## config.mk

```make
export PLATFORM = sky130hd
export DESIGN_NAME = q_bcd_sseg_scan_flat
export DESIGN_NICKNAME = d
export VERILOG_FILES = /design/src/rtl/q_bcd_sseg_scan_pkg.sv /design/src/rtl/q_bcd_sseg_scan_if.sv /design/src/rtl/q_bcd_sseg_scan_decode.sv /design/src/rtl/q_bcd_sseg_scan.sv /design/src/flat_wrapper.sv
export SDC_FILE = /design/constraint.sdc
export NUM_CORES = 1
export LEC_CHECK = 0
export CORE_ASPECT_RATIO = 0.75
export CORE_MARGIN = 5
export CORE_UTILIZATION = 50
export DETAILED_ROUTE_END_ITERATION = 10
export HOLD_SLACK_MARGIN = 0.12
export PLACE_DENSITY = 0.69
export SLEW_MARGIN = 25
export SYNTH_ARGS = -nofsm -noshare
export SYNTH_HDL_FRONTEND = slang
export SYNTH_HIERARCHICAL = 1
export SYNTH_SLANG_ARGS = --single-unit
```

## constraint.sdc

```tcl
create_clock -name clk -period 2.1 [get_ports clk]
set_input_delay 0.42 -clock clk [delete_from_list [all_inputs] [get_ports clk]]
set_output_delay 0.42 -clock clk [all_outputs]
set_load 0.03 [all_outputs]
```

## src/rtl/q_bcd_sseg_scan_pkg.sv

```systemverilog
// q_sseg_pkg
// Shared definitions for the BCD seven-segment scan block: the conversion
// FSM state type, digit geometry and the segment codes (active-high, gfedcba
// in bits [6:0], dp in bit 7 and always 0).
// Ports: none (package).

package q_sseg_pkg;

    localparam int NIBBLE_W    = 4;
    localparam int DIGIT_COUNT = 3;

    typedef enum logic [1:0] {
        IDLE = 2'd0,
        CONV = 2'd1,
        DONE = 2'd2
    } state_t;

    localparam logic [7:0] SEG_0     = 8'h3F;
    localparam logic [7:0] SEG_1     = 8'h06;
    localparam logic [7:0] SEG_2     = 8'h5B;
    localparam logic [7:0] SEG_3     = 8'h4F;
    localparam logic [7:0] SEG_4     = 8'h66;
    localparam logic [7:0] SEG_5     = 8'h6D;
    localparam logic [7:0] SEG_6     = 8'h7D;
    localparam logic [7:0] SEG_7     = 8'h07;
    localparam logic [7:0] SEG_8     = 8'h7F;
    localparam logic [7:0] SEG_9     = 8'h6F;
    localparam logic [7:0] SEG_BLANK = 8'h00;

endpackage

```

## src/rtl/q_bcd_sseg_scan_if.sv

```systemverilog
// q_bcd_sseg_scan_if
// Bundles the data/strobe input and the display outputs of q_bcd_sseg_scan.
// Ports (signals):
//   Q       [7:0]  value from the shift register
//   upd            update strobe
//   busy           conversion in flight
//   An      [2:0]  one-hot digit select (0 = ones, 1 = tens, 2 = hundreds)
//   Seg_Out [7:0]  segment pattern, active-high, dp in bit 7
// Modports: master drives Q/upd, slave (the display block) drives the rest.

interface q_bcd_sseg_scan_if;

    logic [7:0] Q;
    logic       upd;
    logic       busy;
    logic [2:0] An;
    logic [7:0] Seg_Out;

    modport master (
        output Q,
        output upd,
        input  busy,
        input  An,
        input  Seg_Out
    );

    modport slave (
        input  Q,
        input  upd,
        output busy,
        output An,
        output Seg_Out
    );

endinterface

```

## src/rtl/q_bcd_sseg_scan_decode.sv

```systemverilog
// sseg_decode
// Purely combinational BCD nibble to seven-segment pattern decode.
// Ports:
//   nibble [3:0]  BCD digit; values 10..15 decode to blank
//   seg    [7:0]  active-high segments, gfedcba in [6:0], dp (bit 7) = 0

module sseg_decode
    import q_sseg_pkg::*;
(
    input  logic [NIBBLE_W-1:0] nibble,
    output logic [7:0]          seg
);

    always_comb begin
        seg = SEG_BLANK;
        case (nibble)
            4'd0:    seg = SEG_0;
            4'd1:    seg = SEG_1;
            4'd2:    seg = SEG_2;
            4'd3:    seg = SEG_3;
            4'd4:    seg = SEG_4;
            4'd5:    seg = SEG_5;
            4'd6:    seg = SEG_6;
            4'd7:    seg = SEG_7;
            4'd8:    seg = SEG_8;
            4'd9:    seg = SEG_9;
            default: seg = SEG_BLANK;
        endcase
    end

endmodule

```

## src/rtl/q_bcd_sseg_scan.sv

```systemverilog
// q_bcd_sseg_scan
// Samples the shift register output Q on an upd strobe, converts it to three
// BCD digits with a one-bit-per-cycle double-dabble engine, commits the digits
// only once the conversion is complete, and scans them onto a shared
// seven-segment bus with a one-hot ring-counter anode.
// Parameters:
//   REFRESH_DIV  clock cycles each digit stays selected (>= 1)
// Ports:
//   clk  system clock (rising edge)
//   rst  synchronous active-high reset
//   bus  q_bcd_sseg_scan_if.slave (Q, upd in; busy, An, Seg_Out out)
// Configuration macro:
//   LEADING_ZERO_BLANK_EN  blank leading zero hundreds/tens digits

module q_bcd_sseg_scan
    import q_sseg_pkg::*;
#(
    parameter int REFRESH_DIV = 50000
) (
    input logic              clk,
    input logic              rst,
    q_bcd_sseg_scan_if.slave bus
);

    localparam int CNT_W = (REFRESH_DIV > 1) ? $clog2(REFRESH_DIV) : 1;
    localparam logic [CNT_W-1:0] CNT_MAX = CNT_W'(REFRESH_DIV - 1);

    state_t        state;
    logic [2:0]    iter;
    // {hundreds, tens, ones, binary} working register
    logic [19:0]   sreg;
    logic [19:0]   adj;
    logic [NIBBLE_W-1:0] dig_h;
    logic [NIBBLE_W-1:0] dig_t;
    logic [NIBBLE_W-1:0] dig_o;

    logic [CNT_W-1:0] rcnt;
    logic [2:0]       an;

    logic [NIBBLE_W-1:0] sel_digit;
    logic                blank;
    logic [7:0]          dec_seg;

    // Double-dabble correction: any BCD nibble >= 5 gets +3 before the shift,
    // so that the shift carries it correctly into the next decade.
    always_comb begin
        adj = sreg;
        if (sreg[19:16] >= 4'd5) adj[19:16] = sreg[19:16] + 4'd3;
        if (sreg[15:12] >= 4'd5) adj[15:12] = sreg[15:12] + 4'd3;
        if (sreg[11:8]  >= 4'd5) adj[11:8]  = sreg[11:8]  + 4'd3;
    end

    // Conversion FSM. Digits are committed only in DONE so the display never
    // shows a half-converted value; upd outside IDLE is simply dropped.
    always_ff @(posedge clk) begin
        if (rst) begin
            state <= IDLE;
            iter  <= 3'd0;
            sreg  <= 20'd0;
            dig_h <= '0;
            dig_t <= '0;
            dig_o <= '0;
        end else begin
            case (state)
                IDLE: begin
                    if (bus.upd) begin
                        sreg  <= {12'd0, bus.Q};
                        iter  <= 3'd0;
                        state <= CONV;
                    end
                end
                CONV: begin
                    sreg <= adj << 1;
                    iter <= iter + 3'd1;
                    if (iter == 3'd7) state <= DONE;
                end
                DONE: begin
                    dig_h <= sreg[19:16];
                    dig_t <= sreg[15:12];
                    dig_o <= sreg[11:8];
                    state <= IDLE;
                end
                default: state <= IDLE;
            endcase
        end
    end

    assign bus.busy = (state != IDLE);

    // Refresh divider and anode ring; free-running regardless of FSM state.
    always_ff @(posedge clk) begin
        if (rst) begin
            rcnt <= '0;
            an   <= 3'b001;
        end else if (rcnt == CNT_MAX) begin
            rcnt <= '0;
            an   <= {an[1:0], an[2]};
        end else begin
            rcnt <= rcnt + CNT_W'(1);
        end
    end

    assign bus.An = an;

    // Select the committed digit under the active anode and decide blanking.
    always_comb begin
        sel_digit = dig_o;
        blank     = 1'b0;
        case (an)
            3'b010:  sel_digit = dig_t;
            3'b100:  sel_digit = dig_h;
            default: sel_digit = dig_o;
        endcase
`ifdef LEADING_ZERO_BLANK_EN
        if (an == 3'b100 && dig_h == '0) blank = 1'b1;
        if (an == 3'b010 && dig_h == '0 && dig_t == '0) blank = 1'b1;
`endif
    end

    sseg_decode u_decode (
        .nibble (sel_digit),
        .seg    (dec_seg)
    );

    assign bus.Seg_Out = blank ? SEG_BLANK : {1'b0, dec_seg[6:0]};

endmodule

```

## src/flat_wrapper.sv

```systemverilog
// flat-port wrapper written by rule: the top's interface ports become plain ports
module q_bcd_sseg_scan_flat import q_sseg_pkg::*;
#(
    parameter int REFRESH_DIV = 50000
)
  (clk, rst, bus_Q, bus_upd, bus_busy, bus_An, bus_Seg_Out);
  q_bcd_sseg_scan_if bus_i ();
  input logic clk;
  input logic rst;
  input wire logic [$bits(bus_i.Q)-1:0] bus_Q;
  input wire logic [$bits(bus_i.upd)-1:0] bus_upd;
  output wire logic [$bits(bus_i.busy)-1:0] bus_busy;
  output wire logic [$bits(bus_i.An)-1:0] bus_An;
  output wire logic [$bits(bus_i.Seg_Out)-1:0] bus_Seg_Out;
  assign bus_i.Q = bus_Q;
  assign bus_i.upd = bus_upd;
  assign bus_busy = bus_i.busy;
  assign bus_An = bus_i.An;
  assign bus_Seg_Out = bus_i.Seg_Out;
  q_bcd_sseg_scan #(.REFRESH_DIV(REFRESH_DIV)) u_core (.clk(clk), .rst(rst), .bus(bus_i));
endmodule
```

==> results of run 1 <==
## state kept, by name (all words and copies together) (netlist names)
name           flops
u_core/bus.An      3
u_core/dig_h       4
u_core/dig_o       4
u_core/dig_t       4
u_core/iter        3
u_core/rcnt       16
u_core/sreg       20
u_core/state       2
## power by group through the flow
stage / combinational, mW / sequential [mW] / clock, mW
after detailed placement: 0.143 / 1.12 / 0
after global routing: 0.161 / 1.10 / 0.641
final: 0.143 / 1.10 / 0.574
after CTS: 0.143 / 1.10 / 0.593
after global placement: 0.142 / 1.12 / 0
after floorplan: 0.0933 / 1.12 / 0
## per-stage QoR
stage	setup WS, ps	instance area (sq um)	hold WS (ps)	power (mW)	TNS [ps]
2_1_floorplan	-5.50	2910	430	1.21	-5.50
3_3_place_gp	-284	3350	446	1.26	-304
3_5_place_dp	-294	3350	450	1.26	-348
4_1_cts	-256	3540	473	1.83	-1600
5_1_grt	-412	3670	498	1.90	-2520
6_report	-338	3670	469	1.81	-2010
## worst paths after layout
check | from | to | slack (ps)
worst max-delay path | u_core/bus.An[0]$_SDFFE_PP1N_ | bus_Seg_Out[0] | -340
worst min register to register | u_core/rcnt[0]$_SDFF_PP0_ | u_core/rcnt[0]$_SDFF_PP0_ | 470
worst max register to register | u_core/rcnt[0]$_SDFF_PP0_ | u_core/rcnt[15]$_SDFF_PP0_ | 420
worst min-delay path | u_core/rcnt[0]$_SDFF_PP0_ | u_core/rcnt[0]$_SDFF_PP0_ | 470
## final cells by class
type                            count  area (sq um)  area share
Multi-Input combinational cell    257          1760       0.480
Timing Repair Buffer               58           523       0.143
Inverter                           19          73.8      0.0201
Clock inverter                      2          16.3     0.00444
Sequential cell                    56          1130       0.308
Tap cell                           75          93.8      0.0256
Clock buffer                        5          68.8      0.0188
## critical path: cells and delay by family, from the launching register on
family | cells | cell delay [ps]
simple gates | 2 | 170
compound gates | 5 | 650
buf+inv | 4 | 530
flops | 1 | 360
## layer usage
layer	up-vias	GRT usage	wire (um)
met4	0	0.0420	58
li1	1282	-	-
met2	41	0.300	3150
met1	1169	0.268	3380
met5	-	0	0
met3	6	0.0390	200
## timing repair
action                     4_1_cts  5_1_grt
pin swaps                        8        6
gates resized for setup         32       17
setup buffers                    2        5
gates cloned                     0        0
setup endpoints to repair        7        7
==> summary.md, run 1 <==
Power and ir drop
- switching fraction of total power: 0.241
- internal portion of total power: 1.38 mW
- sequential fraction of design power: 0.604
- leakage dissipation: 1.41 nW
- clock power share: 0.317
- Comb power frac: 0.079
- power density over cell area: 494 nW/um^2
- worst vdd rail ir drop: 311 uV
- power dissipated by switching net loads: 0.437 mW

Cells and area
- share of final-layout standard cells stronger than drive strength 1: 0.239
- commonest cells after routing, fill and taps aside: sky130_fd_sc_hd__dfxtp_1 (53), sky130_fd_sc_hd__nor2_1 (50), sky130_fd_sc_hd__a21oi_1 (32)
- layout filler cell count: 441
- post-layout net count: 423
- area growth from synthesis to final layout: 30.8%
- number of non-filler instances in the completed layout: 472
- Inserted Diodes: 0
- Final Util: 0.681
- most common cell after layout, fill and taps aside: sky130_fd_sc_hd__dfxtp_1

Synth
- Cells after Synth: 347
- warning count from the yosys run: 6
- per-instance average area after synthesis: 8.08 sq um
- Net Count, Synth: 373
- mapped cell area: 2800 sq um

CTS
- TritonCTS clock tree: built
- Worst-Skew Late Latency: 310 ps
- clock edge transition at the registers on the reported setup and hold paths: 100 ps
- number of levels the H-tree was split into: 2
- clk sink count: 56
- number of buffers inserted by hold repair at cts: 0
- Inserted Clock Buffers: 5
- root buffer cell: sky130_fd_sc_hd__clkbuf_8
- number of buffers on the longest clock path: 2

GRT
- Overflow after GRT: 0
- largest net degree at the start of global routing: 22
- antenna violations before repair: 0
- overall fraction of global-route tracks in use: 0.189
- vias in the first global route: 2334
- wire length of the first global-routing pass: 10800 um

STA
- portion of the clock cycle consumed by the worst path in the final layout: 1.16
- Tightest Pin Transition: 609 ps
- total setup violations reported at the end of the flow: 7
- setup ws final: -338 ps
- final critical-path required period: 2440 ps
- Final Hold Fails: 0
- f_max: 410 MHz
- max-slew violation total from the final report: 0
- clock skew after layout: 11.9 ps
- setup repair after global routing missed its margin: yes
- worst relative slew slack: 0.593

Setup path
- critical setup path kind: register to primary output
- data required time at the worst endpoint: 1680 ps
- number of cell instances on the worst register-to-register path: 6
- crit path DAT: 2020 ps
- endpoint class of the critical path: primary output
- CP Launch Type: register
- Max FO, Critical Path: 5
- Slowest cell on crit path: sky130_fd_sc_hd__dfxtp_4
- cell chain of the critical path: nand2b_4, buf_4, o22a_1, o22ai_2, a21oi_2, buf_6, buf_4, nor2_4, o21ai_4, o21ai_2, buf_6
- CP max stage delay: 360 ps

Placement
- count of placed standard cells including taps: 458
- Port Buffers: 21
- HPWL Detailed: 4470 um
- gp weighted congestion: 0.855

Run status
- violations in the final reports: negative setup slack
- result of the run: finished with violations

Floorplanning
- Die Span X: 96.5 um
- height of the chip: 74.9 um
- overall die area: 7220 sq um
- Initial Util: 0.521
- placeable core region: 5380 sq um
- Ports: 23
- number of standard-cell rows in the floorplan: 23

Hold path
- Hold Crit Class: register to register
- number of cells on the worst hold path: 1

Drt
- overall via count from detail_route: 2498
- post-detailed-routing wire length: 6780 um
- routed len/inst: 14.4 um
- antenna-violating nets left: 0
- ratio of routed vias to standard cells: 5.29
- DRC violations left: 0
- Pre-Repair DR Iteration Count: 4
- drt initial violations: 147

Run
- max-cap viol count: 0

Power figures use the tool's default switching activity.
==> run 2: changes to the inputs <==
- CTS_BUF_LIST: default -> sky130_fd_sc_hd__clkbuf_8
- GPL_TIMING_DRIVEN: default -> 0
- RECOVER_POWER: default -> 25
==> summary.md, run 2 (synthesis gave the netlist of run 1 again) <==
Setup path
- number of cell instances on the worst register-to-register path: 6, unchanged
- CP Launch Type: register, unchanged
- endpoint class of the critical path: primary output, unchanged
- crit path DAT: 1990 ps, was 2020 ps
- Max FO, Critical Path: 5, unchanged
- internal reg-to-reg setup slack: 280 ps, was 420 ps
- critical setup path kind: register to primary output, unchanged
- launch instance of the worst register-to-register path: u_core/rcnt[0]$_SDFF_PP0_, unchanged
- Critical R2R Capture: u_core/rcnt[9]$_SDFF_PP0_, was u_core/rcnt[15]$_SDFF_PP0_
- data required time at the worst endpoint: 1680 ps, about the same

Power and ir drop
- leakage dissipation: 1.29 nW, was 1.41 nW
- power density over cell area: 533 nW/um^2, was 494 nW/um^2
- worst vdd rail ir drop: 269 uV, was 311 uV

Cells and area
- number of non-filler instances in the completed layout: 454, was 472
- layout filler cell count: 492, was 441
- post-layout net count: 404, was 423
- area growth from synthesis to final layout: 22.4%, was 30.8%
- Final Util: 0.638, was 0.681
- commonest cells after routing, fill and taps aside: sky130_fd_sc_hd__dfxtp_1 (53), sky130_fd_sc_hd__nor2_1 (50), sky130_fd_sc_hd__a21oi_1 (32), unchanged
- share of final-layout standard cells stronger than drive strength 1: 0.179, was 0.239
- area taken by multi-input logic gates: 1720 sq um, was 1760 sq um
- flip-flop count of the largest register after layout: 20, unchanged
- sequential cell area in the final layout: 1130 sq um, unchanged
- Inserted Diodes: 0, unchanged
- register containing the most flip-flops in the final layout: u_core/sreg, unchanged
- most common cell after layout, fill and taps aside: sky130_fd_sc_hd__dfxtp_1, unchanged
- biggest regs: u_core/sreg: 20 flops, u_core/rcnt: 16 flops, unchanged

Drt
- Pre-Repair DR Iteration Count: 4, unchanged
- antenna-violating nets left: 0, unchanged
- ratio of routed vias to standard cells: 5.21, was 5.29
- routed len/inst: 13.3 um, was 14.4 um
- post-detailed-routing wire length: 6030 um, was 6780 um
- drt initial violations: 108, was 147
- DRC violations left: 0, unchanged
- overall via count from detail_route: 2365, was 2498

CTS
- root buffer cell: sky130_fd_sc_hd__clkbuf_8, unchanged
- number of levels the H-tree was split into: 2, unchanged
- number of buffers on the longest clock path: 2, unchanged
- clk sink count: 56, unchanged
- TritonCTS clock tree: built, unchanged
- Worst-Skew Late Latency: 300 ps, was 310 ps
- clock edge transition at the registers on the reported setup and hold paths: 90 ps, was 100 ps
- Inserted Clock Buffers: 5, unchanged

STA
- setup repair after global routing missed its margin: yes, unchanged
- max-slew violation total from the final report: 0, unchanged
- Final Hold Fails: 0, unchanged
- clock skew after layout: 10.1 ps, was 11.9 ps
- setup ws final: -314 ps, was -338 ps
- worst relative slew slack: 0.599, was 0.593
- total setup violations reported at the end of the flow: 7, unchanged
- Tightest Pin Transition: 600 ps, was 609 ps
- f_max: 414 MHz, was 410 MHz
- final critical-path required period: 2410 ps, was 2440 ps
- portion of the clock cycle consumed by the worst path in the final layout: 1.15, was 1.16

Floorplanning
- height of the chip: 74.9 um, unchanged
- number of standard-cell rows in the floorplan: 23, unchanged
- placeable core region: 5380 sq um, unchanged
- overall die area: 7220 sq um, unchanged
- Initial Util: 0.521, unchanged
- Die Span X: 96.5 um, unchanged
- Ports: 23, unchanged

Hold path
- WHS Endpoint: u_core/dig_h[1]$_SDFFE_PP0N_, was u_core/rcnt[0]$_SDFF_PP0_
- number of cells on the worst hold path: 2, was 1
- hold path startpoint: u_core/dig_h[1]$_SDFFE_PP0N_, was u_core/rcnt[0]$_SDFF_PP0_
- Hold Crit Class: register to register, unchanged

GRT
- wire length of the first global-routing pass: 10200 um, was 10800 um
- overall fraction of global-route tracks in use: 0.179, was 0.189
- largest net degree at the start of global routing: 17, was 22
- antenna violations before repair: 0, unchanged
- Overflow after GRT: 0, unchanged
- vias in the first global route: 2180, was 2334

Run status
- violations in the final reports: negative setup slack, unchanged
- result of the run: finished with violations, unchanged

Placement
- count of placed standard cells including taps: 441, was 458
- gp weighted congestion: 0.794, was 0.855
- Port Buffers: 19, was 21
- HPWL Detailed: 4410 um, was 4470 um

Run
- max-cap viol count: 0, unchanged

[run 2: cell type report]
cell class                      instances  area share
Tap cell                               75      0.0274
Inverter                               19      0.0230
Timing Repair Buffer                   27      0.0762
Multi-Input combinational cell        257       0.502
Clock buffer                            6      0.0241
Buffer                                 12      0.0153
Sequential cell                        56       0.329
Clock inverter                          2     0.00292
[run 2: worst max-delay path by stage]
stage                                        startpoint             end  slack, ps
after global placement    u_core/bus.An[1]$_SDFFE_PP0N_  bus_Seg_Out[3]       -620
final                     u_core/bus.An[0]$_SDFFE_PP1N_  bus_Seg_Out[0]       -310
after floorplan           u_core/bus.An[1]$_SDFFE_PP0N_  bus_Seg_Out[3]         -5
after CTS                 u_core/bus.An[0]$_SDFFE_PP1N_  bus_Seg_Out[3]       -270
after global routing      u_core/bus.An[0]$_SDFFE_PP1N_  bus_Seg_Out[0]       -400
after detailed placement  u_core/bus.An[1]$_SDFFE_PP0N_  bus_Seg_Out[0]       -640
[run 2: through the flow]
stage               instance area (sq um)  setup WS (ps)  total power, mW  TNS (ps)  hold WS [ps]
global placement                     3190           -623             1.25     -4160           450
CTS                                  3410           -267             1.86     -1500           473
global route                         3430           -400             1.93     -2490           491
finish                               3430           -314             1.83     -1750           470
detailed placement                   3190           -643             1.26     -4270           452
floorplan                            2910          -5.50             1.21     -5.50           430
[run 2: worst max-delay path: stages (launching register included)]
cell and delay (ps):
sky130_fd_sc_hd__dfxtp_4 370, sky130_fd_sc_hd__nand2b_4 150, sky130_fd_sc_hd__o22a_1 160, sky130_fd_sc_hd__o22ai_1 180, sky130_fd_sc_hd__a21oi_2 70, sky130_fd_sc_hd__buf_4 190
sky130_fd_sc_hd__nor2b_4 140, sky130_fd_sc_hd__o21ai_2 210, sky130_fd_sc_hd__o21ai_2 80, sky130_fd_sc_hd__buf_6 140
[run 2: per-layer routing]
| layer | GRT usage | vias up | part of all wire |
|---|---|---|---|
| met5 | 0 | - | 0 |
| met4 | 0.0373 | 0 | 0.0065 |
| met3 | 0.0360 | 5 | 0.031 |
| met2 | 0.276 | 22 | 0.44 |
| met1 | 0.260 | 1094 | 0.53 |
| li1 | - | 1244 | - |
[run 2: power by group]
group          switching, mW  internal (mW)  leakage [nW]
combinational         0.0786         0.0543         0.780
sequential            0.0181           1.08         0.455
clock                  0.333          0.265        0.0529
[run 2: timing repair]
item	4_1_cts	5_1_grt
hold buffers	0	0
pin swaps	10	6
endpoints found under the setup margin	8	12
buffers inserted	7	1
gates resized for setup	76	3
endpoints found under the hold margin	0	0
==> edit: new RTL, flow settings as in run 2 <==
Build with the macro `LEADING_ZERO_BLANK_EN` defined.
--- a/src/rtl/q_bcd_sseg_scan.sv
+++ b/src/rtl/q_bcd_sseg_scan.sv
@@ -11,6 +11,8 @@
 //   bus  q_bcd_sseg_scan_if.slave (Q, upd in; busy, An, Seg_Out out)
 // Configuration macro:
 //   LEADING_ZERO_BLANK_EN  blank leading zero hundreds/tens digits
+
+`define LEADING_ZERO_BLANK_EN
 
 module q_bcd_sseg_scan
     import q_sseg_pkg::*;
Behaviour: no difference found for any inputs over 10 cycles, from zero or initial values and one cycle with rst high; that may be too few to reach the edited logic, so the function may still have changed.
==> edit against run 2 <==
The run still ends with setup timing left; worst setup slack lost 0.050 ns; critical endpoint unchanged; synthesized area increased by 4.6%; first-iteration DRC count decreased by 25%; routed wire length up 3.4%; via count grew 6.9%; total power increased by 4.8%; non-clock buffer count rose by 8; sequential cell count stayed put; sequential power about the same; largest power group unchanged; design area is 3.8% higher.
==> edit: results (changes against run 2) <==
sta:
  fin_ws_ns: -0.364  # -0.0498 ns
  tightest_slew_ns: 0.690  # +0.0902 ns
  fin_skew_ns: 0.00771  # -0.00244 ns
  setup_viol_count_final: 7  # unchanged
route:
  wirelength_um: 6230  # +3.4%
  vias: 2528  # +6.9%
  first_pass_iters: 5  # +1
  drtIter0Drc: 81  # -25%
  drc: 0  # unchanged
cells_and_area:
  top_regs: "u_core/sreg (20), u_core/rcnt (16)"
  final_layout_size_suffix_gt1_frac: 0.185  # +0.00604
  diodes: 0  # unchanged
  final_nets: 424  # +5.0%
  fillers: 542  # +10%
placed_design:
  dpl.hpwl_um: 4360  # -1.1%
  place_area_um2: 3300  # +3.3%
  gp_congestion: 0.807  # +1.5%
  io_buffers: 19  # unchanged
clock_network:
  cts_buffer_depth: 2  # unchanged
  cts_root_buf: "clkbuf_8"
  path_clk_slew_ns: 0.09  # about the same
  htreeDepth: 2  # unchanged
  clkLatencyLatePin_ns: 0.30  # about the same
  cts_buffers: 5  # unchanged
global_route:
  grt_pass1_vias: 2410  # +11%
  grt_usage: 0.173  # -0.00582
  grt_max_degree: 17  # unchanged
  grt_first_pass_wirelength_um: 11000  # +7.6%
  antenna_found_initial: 0  # unchanged
floorplanning:
  dieArea_um2: 7510  # +4.0%
setup_path:
  cp_slowest_cell: "or4b_4"
  max_stage_delay_ns: 0.54  # +0.17 ns
  critical_path_arrival_ns: 2.04  # +0.05 ns
  cp_max_fo: 5  # unchanged
pwr:
  leakagePower_nw: 1.38  # +6.8%
  vdd_drop_max_mv: 0.393  # +46%
worst_hold_path:
  hold_class: "reg -> reg"
outcome:
  status: "finished with violations"
  violations: "setup timing"
yosys:
  yosysWarnings: 6  # unchanged
  syn-num-nets: 389  # +4.3%
## edit: final timing paths
check,start,to,slack [ns],cells after the start
setup / recovery,u_core/bus.An[2],bus_Seg_Out[0],-0.36,6
hold / removal,u_core/dig_h[3],u_core/dig_h[3],0.48,2
setup reg to reg,u_core/rcnt[0],u_core/rcnt[12],0.23,7
hold reg to reg,u_core/dig_h[3],u_core/dig_h[3],0.48,2
## edit: cell type report
cell class / instances / area (um^2) / share of cell area
sequential: 56 / 1130 / 0.317
buffer: 17 / 93.8 / 0.0263
inverter: 18 / 70.1 / 0.0197
timing repair buffer: 30 / 280 / 0.0787
tap: 78 / 97.6 / 0.0274
clock inverter: 3 / 38.8 / 0.0109
clock buffer: 5 / 68.8 / 0.0193
multi-input combinational: 270 / 1780 / 0.501
## edit: what timing repair did
action | CTS | global route
hold buffers | 0 | 0
setup buffers | 10 | 1
endpoints found under the setup margin | 8 | 7
resized for setup | 62 | 9
pin swaps | 5 | 5
## edit: metal layers
metal  track usage  wire (um)  share of wire  up-vias
met5             0          0              0        -
met4        0.0409         29         0.0047        0
met3        0.0339        231          0.037        2
met2         0.268       2720           0.44       48
met1         0.247       3250           0.52     1170
li1              -          -              -     1308
## edit: per-stage QoR
| stage | std cells | setup slack [ns] | TNS [ns] | utilization |
|---|---|---|---|---|
| finish | 477 | -0.364 | -2.37 | 0.618 |
| global route | 477 | -0.496 | -3.39 | 0.618 |
| CTS | 476 | -0.394 | -2.51 | 0.610 |
| detailed placement | 460 | -0.688 | -4.63 | 0.572 |
| global placement | 460 | -0.682 | -4.50 | 0.572 |
| floorplan | 363 | -0.0249 | -0.0671 | - |
## edit: critical path, delay by kind of cell, from the launching register on
family / cells / cell delay [ns]
AOI/OAI and AO/OA: 1 / 0.30
DFF: 1 / 0.34
buffers and inverters: 2 / 0.28
and+or+nand+nor: 3 / 0.82
## edit: report_power, final
part           internal, mW  switching, mW  total, mW
combinational        0.0568         0.0772      0.134
sequential             1.08         0.0196       1.10
clock                 0.350          0.333      0.683
